`config.mk`:
```
export PLATFORM = sky130hd
export DESIGN_NAME = mem_copy_engine_flat
export DESIGN_NICKNAME = d
export VERILOG_FILES = /design/src/rtl/mem_copy_engine_if.sv /design/src/rtl/mem_copy_engine.sv /design/src/flat_wrapper.sv
export SDC_FILE = /design/constraint.sdc
export NUM_CORES = 1
export LEC_CHECK = 0
export CAP_MARGIN = 20
export CORE_UTILIZATION = 55
export CTS_BUF_LIST = sky130_fd_sc_hd__clkbuf_2
export DETAILED_ROUTE_END_ITERATION = 10
export PLACE_DENSITY = 0.85
export SETUP_SLACK_MARGIN = 0.3
export SLEW_MARGIN = 20
export SYNTH_ARGS = -nofsm -noshare
export SYNTH_HDL_FRONTEND = slang
export SYNTH_SLANG_ARGS = --single-unit
```
`constraint.sdc`:
```
create_clock -name clk -period 4.39 [get_ports clk]
set_input_delay 0.878 -clock clk [delete_from_list [all_inputs] [get_ports clk]]
set_output_delay 0.878 -clock clk [all_outputs]
set_load 0.1 [all_outputs]
```
`src/rtl/mem_copy_engine_if.sv`:
```
// -----------------------------------------------------------------------------
// mem_copy_engine_if
// Groups the copy engine's command handshake and its data-memory master port.
//   master modport : the copy engine itself
//                    in  : start, src_addr, dst_addr, length, read_data
//                    out : busy, done, error, words_done,
//                          mem_read, mem_write, address, write_data
//   slave modport  : the command issuer / memory side (directions mirrored)
// -----------------------------------------------------------------------------
interface mem_copy_engine_if #(
    parameter int ADDR_WIDTH = 16,
    parameter int DATA_WIDTH = 16,
    parameter int LEN_WIDTH  = 7
) ();
    // command side
    logic                  start;
    logic [ADDR_WIDTH-1:0] src_addr;
    logic [ADDR_WIDTH-1:0] dst_addr;
    logic [LEN_WIDTH-1:0]  length;
    logic                  busy;
    logic                  done;
    logic                  error;
    logic [LEN_WIDTH-1:0]  words_done;
    // data-memory side
    logic                  mem_read;
    logic                  mem_write;
    logic [ADDR_WIDTH-1:0] address;
    logic [DATA_WIDTH-1:0] write_data;
    logic [DATA_WIDTH-1:0] read_data;

    modport master (
        input  start, src_addr, dst_addr, length, read_data,
        output busy, done, error, words_done,
               mem_read, mem_write, address, write_data
    );

    modport slave (
        output start, src_addr, dst_addr, length, read_data,
        input  busy, done, error, words_done,
               mem_read, mem_write, address, write_data
    );
endinterface

```
`src/rtl/mem_copy_engine.sv`:
```
// -----------------------------------------------------------------------------
// mem_copy_engine
// Block-copy engine acting as a second master on data memory. A start command
// copies `length` 16-bit words from an even source byte address to an even
// destination byte address in ascending order, one word every two cycles
// (READ cycle then WRITE cycle). Illegal commands (odd address or a range that
// runs past MEM_WORDS) are answered with done+error and no memory traffic.
// Ports:
//   clk   : clock, rising edge
//   reset : asynchronous, active-high
//   bus   : mem_copy_engine_if.master (command handshake + memory port)
// All outputs are driven straight from registers.
// -----------------------------------------------------------------------------
module mem_copy_engine #(
    parameter int ADDR_WIDTH = 16,
    parameter int DATA_WIDTH = 16,
    parameter int LEN_WIDTH  = 7,
    parameter int MEM_WORDS  = 64
) (
    input  logic clk,
    input  logic reset,
    mem_copy_engine_if.master bus
);

    typedef enum logic [1:0] {
        ST_IDLE  = 2'd0,
        ST_READ  = 2'd1,
        ST_WRITE = 2'd2,
        ST_DONE  = 2'd3
    } state_e;

    localparam logic [ADDR_WIDTH:0]   MEM_WORDS_C = (ADDR_WIDTH+1)'(MEM_WORDS);
    localparam logic [ADDR_WIDTH-1:0] ADDR_STEP_C = {{(ADDR_WIDTH-2){1'b0}}, 2'b10};
    localparam logic [LEN_WIDTH-1:0]  LEN_ONE_C   = {{(LEN_WIDTH-1){1'b0}}, 1'b1};
    localparam logic [LEN_WIDTH-1:0]  LEN_ZERO_C  = {LEN_WIDTH{1'b0}};

    state_e                 state_r, state_nxt_s;

    logic [ADDR_WIDTH-1:0]  src_ptr_r, src_ptr_nxt_s;
    logic [ADDR_WIDTH-1:0]  dst_ptr_r, dst_ptr_nxt_s;
    logic [LEN_WIDTH-1:0]   len_r, len_nxt_s;
    logic [LEN_WIDTH-1:0]   words_done_r, words_done_nxt_s, words_inc_s;

    logic [ADDR_WIDTH:0]    src_end_s, dst_end_s;
    logic                   reject_s;

    logic                   busy_r, busy_nxt_s;
    logic                   done_r, done_nxt_s;
    logic                   error_r, error_nxt_s;
    logic                   mem_read_r, mem_read_nxt_s;
    logic                   mem_write_r, mem_write_nxt_s;
    logic [ADDR_WIDTH-1:0]  address_r, address_nxt_s;
    logic [DATA_WIDTH-1:0]  write_data_r, write_data_nxt_s;

    // Command legality: word-index end points computed one bit wider so they cannot wrap.
    always_comb begin
        src_end_s = {2'b00, bus.src_addr[ADDR_WIDTH-1:1]}
                  + {{(ADDR_WIDTH+1-LEN_WIDTH){1'b0}}, bus.length};
        dst_end_s = {2'b00, bus.dst_addr[ADDR_WIDTH-1:1]}
                  + {{(ADDR_WIDTH+1-LEN_WIDTH){1'b0}}, bus.length};
        reject_s  = bus.src_addr[0] | bus.dst_addr[0]
                  | (src_end_s > MEM_WORDS_C) | (dst_end_s > MEM_WORDS_C);
        words_inc_s = words_done_r + LEN_ONE_C;
    end

    // State register.
    always_ff @(posedge clk or posedge reset) begin
        if (reset) begin
            state_r <= ST_IDLE;
        end else begin
            state_r <= state_nxt_s;
        end
    end

    // Next-state decode.
    always_comb begin
        state_nxt_s = state_r;
        case (state_r)
            ST_IDLE: begin
                if (bus.start) begin
                    if (reject_s || (bus.length == LEN_ZERO_C)) begin
                        state_nxt_s = ST_DONE;
                    end else begin
                        state_nxt_s = ST_READ;
                    end
                end else begin
                    state_nxt_s = ST_IDLE;
                end
            end
            ST_READ:  state_nxt_s = ST_WRITE;
            ST_WRITE: begin
                // words_inc_s is the count after this write completes
                if (words_inc_s == len_r) begin
                    state_nxt_s = ST_DONE;
                end else begin
                    state_nxt_s = ST_READ;
                end
            end
            ST_DONE:  state_nxt_s = ST_IDLE;
            default:  state_nxt_s = ST_IDLE;
        endcase
    end

    // Datapath and next output values; outputs are registered from these so they
    // line up with the state they describe.
    always_comb begin
        src_ptr_nxt_s    = src_ptr_r;
        dst_ptr_nxt_s    = dst_ptr_r;
        len_nxt_s        = len_r;
        words_done_nxt_s = words_done_r;
        write_data_nxt_s = write_data_r;
        case (state_r)
            ST_IDLE: begin
                if (bus.start) begin
                    src_ptr_nxt_s    = bus.src_addr;
                    dst_ptr_nxt_s    = bus.dst_addr;
                    len_nxt_s        = bus.length;
                    words_done_nxt_s = LEN_ZERO_C;
                end else begin
                    src_ptr_nxt_s    = src_ptr_r;
                end
            end
            ST_READ: begin
                // write_data register doubles as the word buffer
                write_data_nxt_s = bus.read_data;
            end
            ST_WRITE: begin
                src_ptr_nxt_s    = src_ptr_r + ADDR_STEP_C;
                dst_ptr_nxt_s    = dst_ptr_r + ADDR_STEP_C;
                words_done_nxt_s = words_inc_s;
            end
            ST_DONE:  src_ptr_nxt_s = src_ptr_r;
            default:  src_ptr_nxt_s = src_ptr_r;
        endcase

        busy_nxt_s      = (state_nxt_s == ST_READ) || (state_nxt_s == ST_WRITE);
        mem_read_nxt_s  = (state_nxt_s == ST_READ);
        mem_write_nxt_s = (state_nxt_s == ST_WRITE);
        done_nxt_s      = (state_nxt_s == ST_DONE);
        error_nxt_s     = (state_r == ST_IDLE) && bus.start && reject_s;
        case (state_nxt_s)
            ST_READ:  address_nxt_s = src_ptr_nxt_s;
            ST_WRITE: address_nxt_s = dst_ptr_nxt_s;
            default:  address_nxt_s = {ADDR_WIDTH{1'b0}};
        endcase
    end

    // Datapath and output registers.
    always_ff @(posedge clk or posedge reset) begin
        if (reset) begin
            src_ptr_r    <= {ADDR_WIDTH{1'b0}};
            dst_ptr_r    <= {ADDR_WIDTH{1'b0}};
            len_r        <= LEN_ZERO_C;
            words_done_r <= LEN_ZERO_C;
            busy_r       <= 1'b0;
            done_r       <= 1'b0;
            error_r      <= 1'b0;
            mem_read_r   <= 1'b0;
            mem_write_r  <= 1'b0;
            address_r    <= {ADDR_WIDTH{1'b0}};
            write_data_r <= {DATA_WIDTH{1'b0}};
        end else begin
            src_ptr_r    <= src_ptr_nxt_s;
            dst_ptr_r    <= dst_ptr_nxt_s;
            len_r        <= len_nxt_s;
            words_done_r <= words_done_nxt_s;
            busy_r       <= busy_nxt_s;
            done_r       <= done_nxt_s;
            error_r      <= error_nxt_s;
            mem_read_r   <= mem_read_nxt_s;
            mem_write_r  <= mem_write_nxt_s;
            address_r    <= address_nxt_s;
            write_data_r <= write_data_nxt_s;
        end
    end

    assign bus.busy       = busy_r;
    assign bus.done       = done_r;
    assign bus.error      = error_r;
    assign bus.words_done = words_done_r;
    assign bus.mem_read   = mem_read_r;
    assign bus.mem_write  = mem_write_r;
    assign bus.address    = address_r;
    assign bus.write_data = write_data_r;

endmodule

```
`src/flat_wrapper.sv`:
```
// flat-port wrapper written by rule: the top's interface ports become plain ports
module mem_copy_engine_flat 
#(
    parameter int ADDR_WIDTH = 16,
    parameter int DATA_WIDTH = 16,
    parameter int LEN_WIDTH  = 7,
    parameter int MEM_WORDS  = 64
)
  (clk, reset, bus_start, bus_src_addr, bus_dst_addr, bus_length, bus_read_data, bus_busy, bus_done, bus_error, bus_words_done, bus_mem_read, bus_mem_write, bus_address, bus_write_data);
  mem_copy_engine_if #(.ADDR_WIDTH(ADDR_WIDTH), .DATA_WIDTH(DATA_WIDTH), .LEN_WIDTH(LEN_WIDTH)) bus_i ();
  input  logic clk;
  input  logic reset;
  input wire logic [$bits(bus_i.start)-1:0] bus_start;
  input wire logic [$bits(bus_i.src_addr)-1:0] bus_src_addr;
  input wire logic [$bits(bus_i.dst_addr)-1:0] bus_dst_addr;
  input wire logic [$bits(bus_i.length)-1:0] bus_length;
  input wire logic [$bits(bus_i.read_data)-1:0] bus_read_data;
  output wire logic [$bits(bus_i.busy)-1:0] bus_busy;
  output wire logic [$bits(bus_i.done)-1:0] bus_done;
  output wire logic [$bits(bus_i.error)-1:0] bus_error;
  output wire logic [$bits(bus_i.words_done)-1:0] bus_words_done;
  output wire logic [$bits(bus_i.mem_read)-1:0] bus_mem_read;
  output wire logic [$bits(bus_i.mem_write)-1:0] bus_mem_write;
  output wire logic [$bits(bus_i.address)-1:0] bus_address;
  output wire logic [$bits(bus_i.write_data)-1:0] bus_write_data;
  assign bus_i.start = bus_start;
  assign bus_i.src_addr = bus_src_addr;
  assign bus_i.dst_addr = bus_dst_addr;
  assign bus_i.length = bus_length;
  assign bus_i.read_data = bus_read_data;
  assign bus_busy = bus_i.busy;
  assign bus_done = bus_i.done;
  assign bus_error = bus_i.error;
  assign bus_words_done = bus_i.words_done;
  assign bus_mem_read = bus_i.mem_read;
  assign bus_mem_write = bus_i.mem_write;
  assign bus_address = bus_i.address;
  assign bus_write_data = bus_i.write_data;
  mem_copy_engine #(.ADDR_WIDTH(ADDR_WIDTH), .DATA_WIDTH(DATA_WIDTH), .LEN_WIDTH(LEN_WIDTH), .MEM_WORDS(MEM_WORDS)) u_core (.clk(clk), .reset(reset), .bus(bus_i));
endmodule
```
==> impl_metrics.py <==
metrics = {
    "floorplan": {
        "num_io_pins": 102,
        "die_h_um": 99.5,
        "rows": 35,
        "start_util_pct": 56.6,
        "dieArea_um2": 9900,
        "die_width_um": 99.5,
        "fp.coreArea_um2": 9240,
    },
    "timing": {
        "whs_ns": 0.538,
        "setup-violations-final": 0,
        "fin_crit_ns": 3.90,
        "worstMarginPinSlew_ns": 0.998,
        "slew_headroom_pct": 33.3,
        "final_max_slew_viol_count": 0,
        "fin_crit_sh_pct": 88.7,
        "grt_setup_unrepaired": "no",
        "max_freq_ghz": 0.257,
        "hold_viol": 0,
        "fin_skew_ns": 0.0322,
    },
    "placement": {
        "dp_hpwl_um": 11600,
        "globalplace.congestion": 0.921,
        "placed_area_um2": 6590,
        "port_buffers": 101,
        "dpl.cell_count": 833,
    },
    "status": {
        "outcome": "finished, final reports clean",
    },
    "detailed_routing": {
        "routedWlPerCell_um": 18.0,
        "ant_nets": 0,
        "viasPerCell": 6.25,
        "drt_first_pass_iters": 7,
        "dr_total_vias": 5311,
        "drt_iter0_drc": 496,
        "route.detailed.drc": 0,
        "routed_wl_um": 15300,
    },
    "cts": {
        "cts_max_path_buffers": 2,
        "cts_tree": "built",
        "clk_pin_slew_worst_paths_ns": 0.23,
        "cts.sinks": 85,
        "cts_buffers": 9,
        "cts_hold_buf": 0,
        "cts_root_buf": "clkbuf_2",
        "h-tree-depth": 3,
        "clock_latency_ns": 0.57,
    },
    "synth": {
        "synth_area_leaders": "dfrtp_1 (41%), nor2_1 (5.2%), ha_1 (4.8%)",
        "synth_edf_count": 0,
        "yosys.area.top_type_share_pct": 40.7,
        "yosysUniqueCellTypes": 68,
        "ys_warn_count": 0,
        "synth_area_um2": 5230,
        "synth_cells": 595,
        "synth.largest_area_cell": "dfrtp_1",
        "syn-num-nets": 675,
        "yosys_most_used_dff": "dfrtp_1",
        "syn_area_per_cell_um2": 8.79,
        "synth.yosys.seq_area_share_pct": 40.7,
        "async_flop_share_pct": 100,
        "ys_ff_latch": 85,
    },
    "worst_setup_path": {
        "cp-end-kind": "register",
        "critical_path.max_fanout": 17,
        "critical_path_class": "input pin to register",
        "crit_required_ns": 4.86,
        "cp.arrival_ns": 4.37,
        "crit_path_start_kind": "input pin",
        "r2r_cells": 7,
    },
    "layout": {
        "drive_above_1_share_pct": 12.5,
        "diodes": 0,
        "final_area_um2": 6720,
        "fin_nets": 796,
        "syn2layout_area_growth_pct": 28.6,
        "stdcell_count": 850,
        "final_cell_mix": "clkdlybuf4s50_1 (98), dfrtp_1 (85), nor2_1 (72)",
        "final_common_cell": "clkdlybuf4s50_1",
    },
    "global_route": {
        "antenna_found_initial": 0,
        "overflow": 0,
        "grt_max_degree": 34,
        "grt_use_total_pct": 32.0,
        "grt_pass1_wl_um": 24700,
        "grt_pass1_vias": 5053,
    },
    "job": {
        "max-cap-violations": 0,
    },
    "pwr": {
        "p_per_area_nw_per_um2": 737,
        "p_leak_uw": 0.00283,
        "vdd_drop_max_mv": 0.476,
    },
    "min_path": {
        "whs_path_depth": 2,
        "min_path_type": "register to register",
    },
}
==> Yosys cell counts (9+ instances only) <==
master,instances
dfrtp_1,85
nor2_1,72
nand2_1,59
o21ai_0,43
a21oi_1,42
a22oi_1,24
clkbuf_1,24
nand3_1,24
ha_1,20
nor3_1,19
o22ai_1,18
mux2_2,16
inv_1,15
and3_1,11
a31oi_1,9
==> critical path, cell delays in order <==
cell and delay, ns:
clkdlybuf4s50_1 0.44, buf_4 0.16, ha_1 0.34, a21o_1 0.19
a221oi_2 0.08, buf_4 0.14, buf_4 0.13, a221o_1 0.30
or3_1 0.39, nor4_4 0.31, nand2_1 0.12, o21a_1 0.25
ha_1 0.22, buf_12 0.16, a22oi_1 0.17, nor2_1 0.07
==> final timing paths <==
kind | start | end | slack (ns)
worst max-delay path | bus_length[2] | u_core.bus.address[1] | 0.49
worst min-delay path | u_core.len_r[6] | u_core.len_r[6] | 0.54
min in group asynchronous | reset | u_core.bus.words_done[1] | 0.61
worst max register to register | u_core.state_r[0] | u_core.bus.address[12] | 1.60
max in group asynchronous | reset | u_core.bus.address[8] | 3.01
worst min register to register | u_core.len_r[6] | u_core.len_r[6] | 0.54
==> layout make-up <==
cell class                 count  area [µm²]
sequential                    85        2130
timing repair buffer         138        1330
clock inverter                 7        56.3
inverter                      17        65.1
multi-input combinational    465        2940
clock buffer                   9        45.0
fill                         682        2520
tap                          129         161
==> where the power goes <==
part | leakage, µW | switching [µW] | total [µW] | internal (µW)
Combinational | 0.00175 | 2170 | 3150 | 976
Clock | 0.0000589 | 296 | 379 | 82.8
Sequential | 0.00103 | 308 | 1430 | 1120
==> repair_timing <==
item                       4_1_cts  5_1_grt
setup endpoints to repair        0       16
setup buffers                    0        1
hold endpoints to repair         0        0
gates resized for setup          0        7
==> registers in the layout, summed over array words and instances, names as in the netlist <==
name                   count
u_core.state_r             2
u_core.bus.error           1
u_core.bus.done            1
u_core.bus.busy            1
u_core.bus.mem_write       1
u_core.src_ptr_r          16
u_core.bus.write_data     16
u_core.bus.address        16
u_core.len_r               7
u_core.bus.mem_read        1
u_core.dst_ptr_r          16
u_core.bus.words_done      7
==> cells by family (layout without fill, tap and decap cells) <==
group / count (synthesis) / in the layout / share of synthesized area [%]
buf+inv: 45 / 171 / 3.54
xor+xnor: 15 / 15 / 2.51
mux: 22 / 22 / 4.62
flops: 85 / 85 / 40.7
compound gates: 190 / 190 / 23.6
fa+ha+maj: 22 / 22 / 5.55
simple gates: 216 / 216 / 19.5
==> routing by layer <==
layer	vias up	global-route usage [%]	part of all wire (%)
li1	2440	-	-
met1	2534	40.0	40
met2	286	54.6	49
met3	51	4.92	6.7
met4	0	15.4	4.0
met5	-	0	0
==> per-stage QoR <==
step,TNS (ns),power [µW],util [%],setup WS [ns]
global placement,0,4430,71.3,0.0328
finish,0,4950,72.8,0.495
CTS,0,4910,72.4,0.490
floorplan,0,3630,-,0.304
detailed placement,-1.79,4530,71.3,-0.128
global route,0,5230,72.8,0.339
No activity file was read; power rests on OpenSTA's default activity.
